File: src/rtl/moda_pkg.sv
// moda_pkg: shared definitions for the moda tally block.
//   CODE_*         2-bit compare codes produced by the moda comparator; the
//                  batch verdict uses the same encoding.
//   tally_state_t  batch FSM state: IDLE -> ACCUM -> DONE -> IDLE.
package moda_pkg;

  localparam logic [1:0] CODE_AGT = 2'd0;  // A > B
  localparam logic [1:0] CODE_ALT = 2'd1;  // A < B
  localparam logic [1:0] CODE_EQ  = 2'd2;  // A == B
  localparam logic [1:0] CODE_BAD = 2'd3;  // never legal from the comparator

  typedef enum logic [1:0] {
    IDLE,
    ACCUM,
    DONE
  } tally_state_t;

endpackage

File: src/rtl/tally_cnt.sv
// tally_cnt: CNT_W-bit up-counter with a synchronous clear and a count enable.
//   clk    rising-edge clock
//   rst_i  synchronous active-high reset, zeroes the count
//   clr_i  synchronous clear, wins over en_i
//   en_i   add one this cycle
//   cnt_o  current count
module tally_cnt #(
  parameter int CNT_W = 4
) (
  input  logic             clk,
  input  logic             rst_i,
  input  logic             clr_i,
  input  logic             en_i,
  output logic [CNT_W-1:0] cnt_o
);

  logic [CNT_W-1:0] cnt_q;

  // NOTE: clocked state is written only with non-blocking assignments so every
  // register samples values from before the edge, regardless of block order.
  always_ff @(posedge clk) begin
    if (rst_i) begin
      cnt_q <= '0;
    end else if (clr_i) begin
      cnt_q <= '0;
    end else if (en_i) begin
      cnt_q <= cnt_q + CNT_W'(1);
    end
  end

  assign cnt_o = cnt_q;

endmodule

File: src/rtl/moda_tally.sv
// moda_tally: counts a batch of ROUNDS compare codes from the moda comparator
// and emits the per-code tallies plus a batch verdict.
//   clk        sole clock, rising edge
//   rst        synchronous active-high reset; drops any batch in flight
//   start      opens a batch, honoured only in IDLE
//   in_valid / in_ready / in_code    code input stream (in_ready only in ACCUM)
//   out_valid / out_ready            result handshake (out_valid only in DONE)
//   cnt_a, cnt_b, cnt_eq             number of code 0 / 1 / 2 results
//   verdict    0: cnt_a>cnt_b, 1: cnt_a<cnt_b, 2: equal
//   err        sticky within a batch; set when code 3 is accepted
//   streak     longest run of identical non-tie codes; present only when the
//              macro MODA_TALLY_STREAK_EN is defined
// Results stay registered in IDLE until the next start.
module moda_tally
  import moda_pkg::*;
#(
  parameter  int ROUNDS = 16,
  localparam int CNT_W  = $clog2(ROUNDS + 1)
) (
  input  logic             clk,
  input  logic             rst,
  input  logic             start,
  input  logic             in_valid,
  output logic             in_ready,
  input  logic [1:0]       in_code,
  output logic             out_valid,
  input  logic             out_ready,
  output logic [CNT_W-1:0] cnt_a,
  output logic [CNT_W-1:0] cnt_b,
  output logic [CNT_W-1:0] cnt_eq,
  output logic [1:0]       verdict,
  output logic             err
`ifdef MODA_TALLY_STREAK_EN
  ,
  output logic [CNT_W-1:0] streak
`endif
);

  tally_state_t state_q, state_d;

  logic             open_batch;
  logic             accept;
  logic             last_accept;
  logic             en_a, en_b, en_eq;
  logic [CNT_W-1:0] cnt_rnd;
  logic [CNT_W-1:0] a_nxt, b_nxt;
  logic [1:0]       verdict_q, verdict_d;
  logic             err_q, err_d;

  assign in_ready    = (state_q == ACCUM);
  assign out_valid   = (state_q == DONE);
  assign open_batch  = (state_q == IDLE) && start;
  assign accept      = in_valid && in_ready;
  assign last_accept = accept && (cnt_rnd == CNT_W'(ROUNDS - 1));

  assign en_a  = accept && (in_code == CODE_AGT);
  assign en_b  = accept && (in_code == CODE_ALT);
  assign en_eq = accept && (in_code == CODE_EQ);

  // ---------------------------------------------------------------- FSM
  // NOTE: every variable driven here gets a default first, so no path leaves
  // it unassigned and no latch is inferred.
  always_comb begin
    state_d = state_q;
    unique case (state_q)
      IDLE:    if (start)       state_d = ACCUM;
      ACCUM:   if (last_accept) state_d = DONE;
      DONE:    if (out_ready)   state_d = IDLE;
      default:                  state_d = IDLE;
    endcase
  end

  always_ff @(posedge clk) begin
    if (rst) state_q <= IDLE;
    else     state_q <= state_d;
  end

  // ------------------------------------------------------------ counters
  tally_cnt #(.CNT_W(CNT_W)) u_cnt_a (
    .clk(clk), .rst_i(rst), .clr_i(open_batch), .en_i(en_a), .cnt_o(cnt_a)
  );
  tally_cnt #(.CNT_W(CNT_W)) u_cnt_b (
    .clk(clk), .rst_i(rst), .clr_i(open_batch), .en_i(en_b), .cnt_o(cnt_b)
  );
  tally_cnt #(.CNT_W(CNT_W)) u_cnt_eq (
    .clk(clk), .rst_i(rst), .clr_i(open_batch), .en_i(en_eq), .cnt_o(cnt_eq)
  );
  // Round counter advances on every accept, including the illegal code 3.
  tally_cnt #(.CNT_W(CNT_W)) u_cnt_rnd (
    .clk(clk), .rst_i(rst), .clr_i(open_batch), .en_i(accept), .cnt_o(cnt_rnd)
  );

  // ------------------------------------------------------- verdict / err
  // The verdict is registered on the final accepting edge, so it must see
  // the counts including the code arriving on that same edge.
  assign a_nxt = cnt_a + CNT_W'(en_a);
  assign b_nxt = cnt_b + CNT_W'(en_b);

  always_comb begin
    verdict_d = verdict_q;
    err_d     = err_q;
    if (open_batch) begin
      err_d = 1'b0;
    end else if (accept && (in_code == CODE_BAD)) begin
      err_d = 1'b1;
    end
    if (last_accept) begin
      if (a_nxt > b_nxt)      verdict_d = CODE_AGT;
      else if (a_nxt < b_nxt) verdict_d = CODE_ALT;
      else                    verdict_d = CODE_EQ;
    end
  end

  always_ff @(posedge clk) begin
    if (rst) begin
      verdict_q <= CODE_AGT;
      err_q     <= 1'b0;
    end else begin
      verdict_q <= verdict_d;
      err_q     <= err_d;
    end
  end

  assign verdict = verdict_q;
  assign err     = err_q;

`ifdef MODA_TALLY_STREAK_EN
  // ------------------------------------------------------- run tracking
  // last_q holds bit 0 of the last non-tie code (0 = A wins, 1 = B wins).
  // A tie or bad code zeroes the run, so the next non-tie code yields 1
  // whether or not it matches last_q.
  logic [CNT_W-1:0] run_q, run_d;
  logic [CNT_W-1:0] max_q, max_d;
  logic             last_q, last_d;

  always_comb begin
    run_d  = run_q;
    max_d  = max_q;
    last_d = last_q;
    if (open_batch) begin
      run_d  = '0;
      max_d  = '0;
      last_d = 1'b0;
    end else if (accept) begin
      if (in_code == CODE_AGT || in_code == CODE_ALT) begin
        run_d  = (in_code[0] == last_q) ? run_q + CNT_W'(1) : CNT_W'(1);
        last_d = in_code[0];
      end else begin
        run_d = '0;
      end
      if (run_d > max_q) max_d = run_d;
    end
  end

  always_ff @(posedge clk) begin
    if (rst) begin
      run_q  <= '0;
      max_q  <= '0;
      last_q <= 1'b0;
    end else begin
      run_q  <= run_d;
      max_q  <= max_d;
      last_q <= last_d;
    end
  end

  assign streak = max_q;
`endif

endmodule
File: config.mk
export PLATFORM = sky130hd
export DESIGN_NAME = moda_tally
export DESIGN_NICKNAME = d
export VERILOG_FILES = /design/src/rtl/moda_pkg.sv /design/src/rtl/tally_cnt.sv /design/src/rtl/moda_tally.sv
export SDC_FILE = /design/constraint.sdc
export NUM_CORES = 1
export LEC_CHECK = 0
export CAP_MARGIN = 15
export CORE_UTILIZATION = 55
export CTS_CLUSTER_SIZE = 12
export DETAILED_ROUTE_END_ITERATION = 12
export PLACE_DENSITY = 0.87
export SETUP_SLACK_MARGIN = 0.05
export SYNTH_ARGS = -nofsm -noshare
export SYNTH_HDL_FRONTEND = slang
export SYNTH_SLANG_ARGS = --single-unit
export TNS_END_PERCENT = 20
File: constraint.sdc
create_clock -name clk -period 7.1 [get_ports clk]
set_input_delay 1.775 -clock clk [delete_from_list [all_inputs] [get_ports clk]]
set_output_delay 1.775 -clock clk [all_outputs]
set_load 0.01 [all_outputs]
==> flow_summary_export.csv <==
group,metric,value,unit
outcome,outcome,"finished with violations",
outcome,violations,"design-rule violations",
setup_path,critPathKind,"in -> reg",
cells_and_area,drive_gt1_frac,0.0426,
floorplan,die_y,52.7,um
power,powerDensity,133,mW/mm^2
global_route,grt_usage,0.245,
yosys,yosysSeqAreaShare,0.353,
floorplan,die_x,52.7,um
clock_network,cts_root_buf,"clkbuf_4",
drt,drc,1,
yosys,syn_nets,185,
timing,finalClockSkew,0.00533,ns
clock_network,cts.sinks,25,
power,p_leak,0.620,nW
clock_network,clk_pin_slew,0.14,ns
clock_network,cts_resized,0,
placement,place_hpwl,2250,um
cells_and_area,final_nets,210,
yosys,ys_ff_latch,25,
timing,fin_crit,4.46,ns
yosys,netlist.area_leader.share,0.353,
drt,viasPerCell,5.93,
yosys,netlist_area,0.00142,mm^2
yosys,syn_inst,164,
clock_network,post_cts_buffers,0,
flow_run,cap_violations,0,
power,swShare,0.250,
yosys,synth_area_leaders,"dfxtp_1 (35%), ha_1 (12%), a21oi_1 (5.7%)",
yosys,synth_flop_cell,"dfxtp_1",
cells_and_area,multi_input_area,862,um^2
global_route,antenna_found_initial,0,
cells_and_area,seqCellArea,500,um^2
drt,vias,1292,
yosys,yosys_warnings,0,
timing,final_max_slew_viol_count,0,
global_route,grt_pass1_wl,5050,um
setup_path,critPathLaunchType,"input pin",
timing,rsz0062_at_grt,"no",
drt,dr.pass1.iters,8,
timing,hold_viol_final,0,
worst_hold_path,hold_path.class,"reg -> reg",
clock_network,cts_tree,"done",
clock_network,cts_max_level,1,
placement,gp_congestion,0.771,
drt,drtIter0Drc,36,
floorplan,rows,18,
yosys,avgSynthCellArea,8.64,um^2
placement,dpl_worst_slack,2.35,ns
yosys,synthArstFlopShare,0,
timing,fin_ws,2.64,ns
timing,finalSetupViolCount,0,
setup_path,cp_max_fo,8,
floorplan,start_util,0.577,
power,pwr-share-clk,0.282,
global_route,grt_pass1_vias,1205,
power,power.switching,0.0000572,W
floorplan,dieArea,0.00278,mm^2
clock_network,numCtsBuffers,3,
yosys,synth_cell_types,35,
setup_path,crit_arrival,4.72,ns
clock_network,cts.path.max_buffers,2,
global_route,grt_max_degree,19,
timing,tns,0,ns
timing,worstMarginPinSlew,0.558,ns
timing,fmax,0.224,GHz
timing,period_share,0.628,
clock_network,ctsHoldBuffers,0,
cells_and_area,syn2layout_area_growth,21.3,%
power,pwr-share-comb,0.091,
cells_and_area,final_common_cell,"clkdlybuf4s50_1",
placement,numPortBuffers,26,
power,p_seq_frac,0.627,
yosys,synth_edf_count,0,
setup_path,cp-end-kind,"flip-flop",
yosys,synth_top_cell_by_area,"dfxtp_1",
cells_and_area,n_antenna_cell,0,
power,p_int,0.000171,W
clock_network,clk_latency,0.32,ns
cells_and_area,final_cell_mix,"clkdlybuf4s50_1 (26), dfxtp_1 (25), nand3_1 (16), a21oi_1 (16), ha_1 (14)",
drt,wl,3040,um
floorplan,io_pins,27,
cells_and_area,fillers,204,
drt,wl_per_cell,13.9,um
floorplan,coreArea,0.00245,mm^2
timing,max_slew_margin,0.627,
global_route,grt-ovfl-total,0,
setup_path,required,7.36,ns
power,irDropWorstVdd,125,uV
drt,antenna_left,0,
## worst paths after layout
| path | startpoint | end | slack (ns) | cells after the start |
|---|---|---|---|---|
| max | in_code[1] | verdict[1]$_SDFFE_PP0P_ | 2.64 | 11 |
| min | verdict[0]$_SDFFE_PP0P_ | verdict[0]$_SDFFE_PP0P_ | 0.49 | 2 |
| max reg2reg | state_q[0]$_SDFFE_PP0P_ | verdict[1]$_SDFFE_PP0P_ | 4.16 | 10 |
| min reg2reg | verdict[0]$_SDFFE_PP0P_ | verdict[0]$_SDFFE_PP0P_ | 0.49 | 2 |
## final cells by class
class                      count  area share
multi-input combinational    125       0.502
sequential                    25       0.291
timing repair buffer          26       0.151
tap                           30      0.0218
inverter                       8      0.0175
clock buffer                   3      0.0131
clock inverter                 1     0.00291
## kinds of logic (layout without fill, tap and decap cells)
group | count (synthesis) | in the layout | synth area share
buf+inv | 14 | 38 | 0.0380
compound gates | 35 | 35 | 0.140
mux | 5 | 5 | 0.0353
xor+xnor | 7 | 7 | 0.0433
simple gates | 64 | 64 | 0.267
flops | 25 | 25 | 0.353
fa+ha+maj | 14 | 14 | 0.124
## per-layer routing
metal | track usage | wire, um
met4 | 0.0526 | 12
met3 | 0.0667 | 74
met1 | 0.296 | 1460
met2 | 0.426 | 1490
met5 | 0 | 0
## power groups by stage
stage | clock network [W] | registers (W) | logic (W)
after floorplan | 0 | 0.000146 | 0.0000126
after global placement | 0 | 0.000146 | 0.0000199
after detailed placement | 0 | 0.000146 | 0.0000206
after CTS | 0.0000667 | 0.000143 | 0.0000207
after global routing | 0.0000726 | 0.000144 | 0.0000228
final | 0.0000645 | 0.000143 | 0.0000207
## worst max-delay path, cell delays in order
cell             delay, ns
clkdlybuf4s50_1       0.48
nand4bb_1             0.38
nor2_1                0.33
ha_1                  0.23
ha_1                  0.18
nand3_1               0.11
xor2_1                0.17
ha_1                  0.32
nand4_1               0.11
or4b_1                0.47
o21ai_0               0.15
## registers in the layout, summed over array words and instances, names as in the netlist
name             cells
err                  1
u_cnt_eq.cnt_o       5
verdict              2
u_cnt_a.cnt_o        5
state_q              2
u_cnt_rnd.cnt_o      5
u_cnt_b.cnt_o        5
## Yosys cell counts (2+ instances only)
cell / number
o21ai_0: 11
mux2i_1: 5
ha_1: 14
nand2b_1: 2
or3_2: 2
nor2_1: 6
nand3b_1: 5
xnor2_1: 4
clkbuf_1: 5
dfxtp_1: 25
nor4_1: 2
inv_1: 8
nand2_1: 9
a21oi_1: 16
o31ai_1: 4
nand4_1: 3
xor2_1: 3
or4_1: 4
or3_1: 5
nand3_1: 16
## stage by stage
step | cell area, um^2 | util | hold WS [ns] | power, W | cells
6_report | 1720 | 0.700 | 0.487 | 0.000229 | 218
5_1_grt | 1720 | 0.700 | 0.516 | 0.000239 | 218
4_1_cts | 1720 | 0.700 | 0.495 | 0.000231 | 218
3_5_place_dp | 1690 | 0.689 | 0.471 | 0.000167 | 214
3_3_place_gp | 1690 | 0.689 | 0.458 | 0.000166 | 214
2_1_floorplan | 1420 | - | 0.454 | 0.000159 | 164
Power figures use the tool's default switching activity.
